**src/rtl/bounce_emulator.sv**
```systemverilog
// Emulates a bouncing mechanical pushbutton: a requested level change is preceded by
// LFSR-timed ON/OFF bounce pairs, then held for SETTLE_CYCLES before a done pulse.
module bounce_emulator #(
  parameter int unsigned SETTLE_CYCLES = 16,
  parameter logic [15:0] LFSR_SEED     = 16'hACE1,
  parameter logic        RESET_LEVEL   = 1'b0
) (
  input  logic       i_clk,
  input  logic       i_rst,
  input  logic       i_cg,
  input  logic       i_valid,
  input  logic       i_level,
  input  logic [3:0] i_nBounces,
  input  logic [7:0] i_widthMask,
  output logic       o_ready,
  output logic       o_button,
  output logic       o_done,
  output logic [1:0] o_dbg_state
);

  // Handshake: a request is taken on a rising edge where i_cg && i_valid && o_ready;
  // o_ready is high only in IDLE and i_valid is ignored everywhere else.

  typedef enum logic [1:0] {IDLE, BOUNCE_ON, BOUNCE_OFF, SETTLE} state_t;

  localparam logic [15:0] SETTLE_LOAD = 16'(SETTLE_CYCLES);
  localparam logic [15:0] LFSR_TAPS   = 16'hB400;

  state_t      state_q, state_d;
  logic        button_q, button_d;
  logic        done_q, done_d;
  logic        target_q, target_d;
  logic [3:0]  pairs_q, pairs_d;
  logic [7:0]  mask_q, mask_d;
  logic [15:0] lfsr_q, lfsr_d;
  logic [15:0] cnt_q, cnt_d;

  logic [7:0]  w_mask;
  logic [8:0]  phase_w;
  logic [15:0] lfsr_adv;
  logic [3:0]  pairs_dec;

  always_comb begin
    // The first phase width is taken at the accept edge, before the mask is registered.
    w_mask    = (state_q == IDLE) ? i_widthMask : mask_q;
    phase_w   = 9'd1 + {1'b0, lfsr_q[7:0] & w_mask};
    lfsr_adv  = {1'b0, lfsr_q[15:1]} ^ (lfsr_q[0] ? LFSR_TAPS : 16'h0000);
    pairs_dec = pairs_q - 4'd1;

    state_d  = state_q;
    button_d = button_q;
    done_d   = done_q;
    target_d = target_q;
    pairs_d  = pairs_q;
    mask_d   = mask_q;
    lfsr_d   = lfsr_q;
    cnt_d    = cnt_q;

    if (i_cg) begin
      done_d = 1'b0;
      case (state_q)
        IDLE: begin
          if (i_valid) begin
            target_d = i_level;
            mask_d   = i_widthMask;
            pairs_d  = i_nBounces;
            if (i_level == button_q) begin
              done_d = 1'b1;
            end else if (i_nBounces == 4'd0) begin
              state_d  = SETTLE;
              button_d = i_level;
              cnt_d    = SETTLE_LOAD;
            end else begin
              state_d  = BOUNCE_ON;
              button_d = i_level;
              cnt_d    = {7'd0, phase_w};
              lfsr_d   = lfsr_adv;
            end
          end
        end
        BOUNCE_ON: begin
          if (cnt_q == 16'd1) begin
            state_d  = BOUNCE_OFF;
            button_d = ~target_q;
            cnt_d    = {7'd0, phase_w};
            lfsr_d   = lfsr_adv;
          end else begin
            cnt_d = cnt_q - 16'd1;
          end
        end
        BOUNCE_OFF: begin
          if (cnt_q == 16'd1) begin
            pairs_d  = pairs_dec;
            button_d = target_q;
            if (pairs_dec != 4'd0) begin
              state_d = BOUNCE_ON;
              cnt_d   = {7'd0, phase_w};
              lfsr_d  = lfsr_adv;
            end else begin
              state_d = SETTLE;
              cnt_d   = SETTLE_LOAD;
            end
          end else begin
            cnt_d = cnt_q - 16'd1;
          end
        end
        SETTLE: begin
          if (cnt_q == 16'd1) begin
            state_d = IDLE;
            done_d  = 1'b1;
            cnt_d   = 16'd0;
          end else begin
            cnt_d = cnt_q - 16'd1;
          end
        end
        default: state_d = IDLE;
      endcase
    end
  end

  always_ff @(posedge i_clk or negedge i_rst) begin
    if (!i_rst) begin
      state_q  <= IDLE;
      button_q <= RESET_LEVEL;
      done_q   <= 1'b0;
      target_q <= RESET_LEVEL;
      pairs_q  <= 4'd0;
      mask_q   <= 8'd0;
      lfsr_q   <= LFSR_SEED;
      cnt_q    <= 16'd0;
    end else begin
      state_q  <= state_d;
      button_q <= button_d;
      done_q   <= done_d;
      target_q <= target_d;
      pairs_q  <= pairs_d;
      mask_q   <= mask_d;
      lfsr_q   <= lfsr_d;
      cnt_q    <= cnt_d;
    end
  end

  assign o_ready     = (state_q == IDLE);
  assign o_button    = button_q;
  assign o_done      = done_q;
  assign o_dbg_state = state_q;

endmodule

```
**config.mk**
```make
export PLATFORM = sky130hd
export DESIGN_NAME = bounce_emulator
export DESIGN_NICKNAME = d
export VERILOG_FILES = /design/src/rtl/bounce_emulator.sv
export SDC_FILE = /design/constraint.sdc
export NUM_CORES = 1
export LEC_CHECK = 0
export BUFFER_PORTS_ARGS = -buffer_cell sky130_fd_sc_hd__buf_2
export CORE_MARGIN = 2
export CORE_UTILIZATION = 55
export DETAILED_ROUTE_END_ITERATION = 10
export MAX_ROUTING_LAYER = met4
export PLACE_DENSITY = 0.74
export SLEW_MARGIN = 5
export SYNTH_ARGS = -nofsm -noshare
export SYNTH_HDL_FRONTEND = slang
export SYNTH_SLANG_ARGS = --single-unit
export TNS_END_PERCENT = 20
```
**constraint.sdc**
```tcl
create_clock -name i_clk -period 3.1 [get_ports i_clk]
set_clock_uncertainty 0.1 [all_clocks]
set_input_delay 0.155 -clock i_clk [delete_from_list [all_inputs] [get_ports i_clk]]
set_output_delay 0.155 -clock i_clk [all_outputs]
set_load 0.005 [all_outputs]
```
==> results_dict.tcl <==
set metrics [dict create \
    detail_route.vias_per_cell 6.00 \
    vias_in_the_first_global_route 2441 \
    power.density_nw_per_um2 900 \
    synth.distinct_cells 60 \
    post_cts.repair.setup_buffers 0 \
    timing.final.hold_violations 0 \
    grt.total_usage_pct 24.7 \
    synthesis.yosys.warnings 0 \
    rsz0062_at_grt "no" \
    worst_path_max_delay_cell "sky130_fd_sc_hd__dfrtp_1" \
    nets 349 \
    timing.hold.worst.class "in -> reg" \
    timing.final.ws_setup_ns 0.428 \
    slew_headroom_pct 48.9 \
    post-route-min-period_ns 2.67 \
    synth.avg_cell_area_um2 10.3 \
    numPlacedInstances 382 \
    globalplace.congestion 0.883 \
    placement.io_buffers 21 \
    antenna_found_initial 0 \
    cts_made_buffers 5 \
    setup_violations 0 \
    fmaxAchievable_ghz 0.374 \
    postLayoutCellArea_um2 3350 \
    instances_no_fill 395 \
    critical_path_class "reg -> reg" \
    worstSkewPairLatency_ns 0.32 \
    clkSinkCount 49 \
    worstSetupEndpointType "flop" \
    area_taken_by_multi_input_logic_gates_um2 1680 \
    post_cts_resized 0 \
    grt_pass1_wl_um 11800 \
    postRouteAntennaNets 0 \
    synthesized_area_um2 3040 \
    clock_tree_from_tritoncts "built" \
    worstPathArrival_ns 2.78 \
    dpl_cell_area_um2 3210 \
    run_status "completed" \
    route.detailed.wl_per_inst_um 16.6 \
    std_cell_rows 27 \
    worst_ep_required_time_ns 3.21 \
    worst_slew_pin_slew_ns 0.756 \
    slowest_delay_ns 0.46 \
    synth.yosys.seq_area_share_pct 40.7 \
    detail_route.first_pass.iterations 4 \
    dpl_worst_slack_ns 0.472 \
    placeableCoreArea_um2 5410 \
    detailroute.via_count 2370 \
    detail_route.iter0.violations 157 \
    synthToLayoutAreaGrowth_pct 10.3 \
    synth_edf_count 0 \
    period_share_pct 86.2 \
    crit_chain "inv_1, ha_1, or3b_1, o31ai_1, a22oi_1, o2111ai_4, mux2_2" \
    die-area_um2 6130 \
    timing_max_transition_violations_final 0 \
    design.portCount 22 \
    clkTransAtPathRegs_ns 0.10 \
    worst_ir_drop_vdd_v 0.000408 \
    design_power_total_mw 3.01 \
    fill_cells 440 \
    critPathLaunchType "flop" \
    grt_max_degree 32 \
    die_h_um 78.3 \
    static-leakage-power_nw 1.48 \
    clock_tree_buffer_depth 2 \
    sequential_cell_area_um2 1240 \
    ys_seq_elements 49 \
    netlist_instances 296 \
    max_cap_viols 0 \
    dp_hpwl_um 4830 \
    root_buffer "sky130_fd_sc_hd__clkbuf_8" \
    timing.critical_path.fanout_max 16 \
    syn_nets 323 \
    num_antenna_cells 0 \
    fin_worst_hold_slack_ns 0.00378 \
    initial_utilization_pct 56.2 \
    share_of_layout_cells_above_drive_strength_1_pct 26.0 \
    async_flop_share_pct 100 \
    htreeDepth 2 \
    grt.overflow.total 0 \
    final_util_pct 62.0 \
    drcViolationCount 0 \
    tns_ns 0 \
    ys.flop_type "sky130_fd_sc_hd__dfrtp_1" \
    route.final.wire_length_um 6560 \
    floorplan.die.width_um 78.3 \
]
[logic make-up after synthesis]
kind of cell,count (synthesis),share of synthesized area [%]
fa+ha+maj,10,4.12
compound gates,64,15.1
simple gates,97,17.6
mux,39,15.5
xor+xnor,11,3.17
flops,49,40.7
buf+inv,26,3.83
[state kept, by name, summed over array words and instances (netlist names)]
signal       cells
o_button         1
cnt_q           16
mask_q           8
o_done           1
target_q         1
lfsr_q          16
o_dbg_state      2
pairs_q          4
[synthesized netlist by cell type, types with 4 or more instances]
cell type                  instances  area [um^2]
sky130_fd_sc_hd__dfrtp_1          41         1030
sky130_fd_sc_hd__mux2_2           24          270
sky130_fd_sc_hd__nand2_1          22         82.6
sky130_fd_sc_hd__nor2_1           18         67.6
sky130_fd_sc_hd__inv_1            14         52.6
sky130_fd_sc_hd__nor3_1           14         70.1
sky130_fd_sc_hd__o21ai_0          13         65.1
sky130_fd_sc_hd__a21oi_1          10         50.1
sky130_fd_sc_hd__ha_1             10          125
sky130_fd_sc_hd__mux2_4           10          150
sky130_fd_sc_hd__nor4_1           10         62.6
sky130_fd_sc_hd__dfstp_2           8          210
sky130_fd_sc_hd__clkbuf_1          7         26.3
sky130_fd_sc_hd__xor2_1            7         61.3
sky130_fd_sc_hd__mux2i_1           5         50.1
sky130_fd_sc_hd__nor2b_1           4         25.0
sky130_fd_sc_hd__o22ai_1           4         25.0
sky130_fd_sc_hd__xnor2_1           4         35.0
[critical path: cells and delay by family, from the launching register on]
| family | cells | cell delay (ns) |
|---|---|---|
| compound gates | 3 | 0.88 |
| fa+ha+maj | 1 | 0.23 |
| mux | 1 | 0.41 |
| simple gates | 1 | 0.41 |
| flops | 1 | 0.46 |
| buf+inv | 1 | 0.07 |
[power breakdown]
group	leakage (nW)	total, mW	switching (mW)	internal (mW)
Clock	0.0452	0.407	0.242	0.165
Sequential	0.612	1.03	0.201	0.829
Combinational	0.820	1.58	0.885	0.692
[per-layer routing]
layer	wire length (um)	vias to the layer above	track usage, %	part of all wire, %
li1	-	1150	-	-
met1	2980	1155	31.5	45
met2	3180	56	40.4	48
met3	279	9	4.48	4.3
met4	117	0	7.37	1.8
met5	0	-	-	0
[final cells by class]
| cell class | count | share of cell area, % |
|---|---|---|
| clock buffers | 5 | 2.05 |
| clock inverters | 3 | 0.747 |
| inverters | 14 | 1.57 |
| flip-flops and latches | 49 | 36.9 |
| repair buffers | 31 | 5.75 |
| multi-input cells | 221 | 50.3 |
| well taps | 72 | 2.69 |
[timing repair]
action / 4_1_cts / 5_1_grt
hold endpoints to repair: 30 / 0
hold buffers: 5 / 0
endpoints found under the setup margin: 0 / 0
[final timing paths]
| kind | from | end | slack [ns] | depth (start not counted) |
|---|---|---|---|---|
| max | pairs_q[0] | lfsr_q[2] | 0.43 | 7 |
| min | i_widthMask[7] | mask_q[7] | 0.004 | 2 |
| max reg2reg | pairs_q[0] | lfsr_q[2] | 0.43 | 7 |
| min reg2reg | mask_q[5] | mask_q[5] | 0.41 | 1 |
| max in group asynchronous | i_rst | lfsr_q[6] | 1.79 | 3 |
| min in group asynchronous | i_rst | o_done | 0.32 | 2 |
[cells in the final DEF, fill, tap and decap left out, types with 4 or more instances in the layout]
master                           n
sky130_fd_sc_hd__dfrtp_1        41
sky130_fd_sc_hd__mux2_2         24
sky130_fd_sc_hd__nand2_1        22
sky130_fd_sc_hd__buf_2          21
sky130_fd_sc_hd__nor2_1         18
sky130_fd_sc_hd__inv_1          14
sky130_fd_sc_hd__nor3_1         14
sky130_fd_sc_hd__o21ai_0        13
sky130_fd_sc_hd__nor4_1         10
sky130_fd_sc_hd__mux2_4         10
sky130_fd_sc_hd__a21oi_1        10
sky130_fd_sc_hd__ha_1           10
sky130_fd_sc_hd__dfstp_2         8
sky130_fd_sc_hd__xor2_1          7
sky130_fd_sc_hd__mux2i_1         5
sky130_fd_sc_hd__clkbuf_8        5
sky130_fd_sc_hd__dlygate4sd3_1   5
sky130_fd_sc_hd__buf_4           5
sky130_fd_sc_hd__nor2b_1         4
sky130_fd_sc_hd__xnor2_1         4
sky130_fd_sc_hd__o22ai_1         4
(Power assumes the default switching activity.)
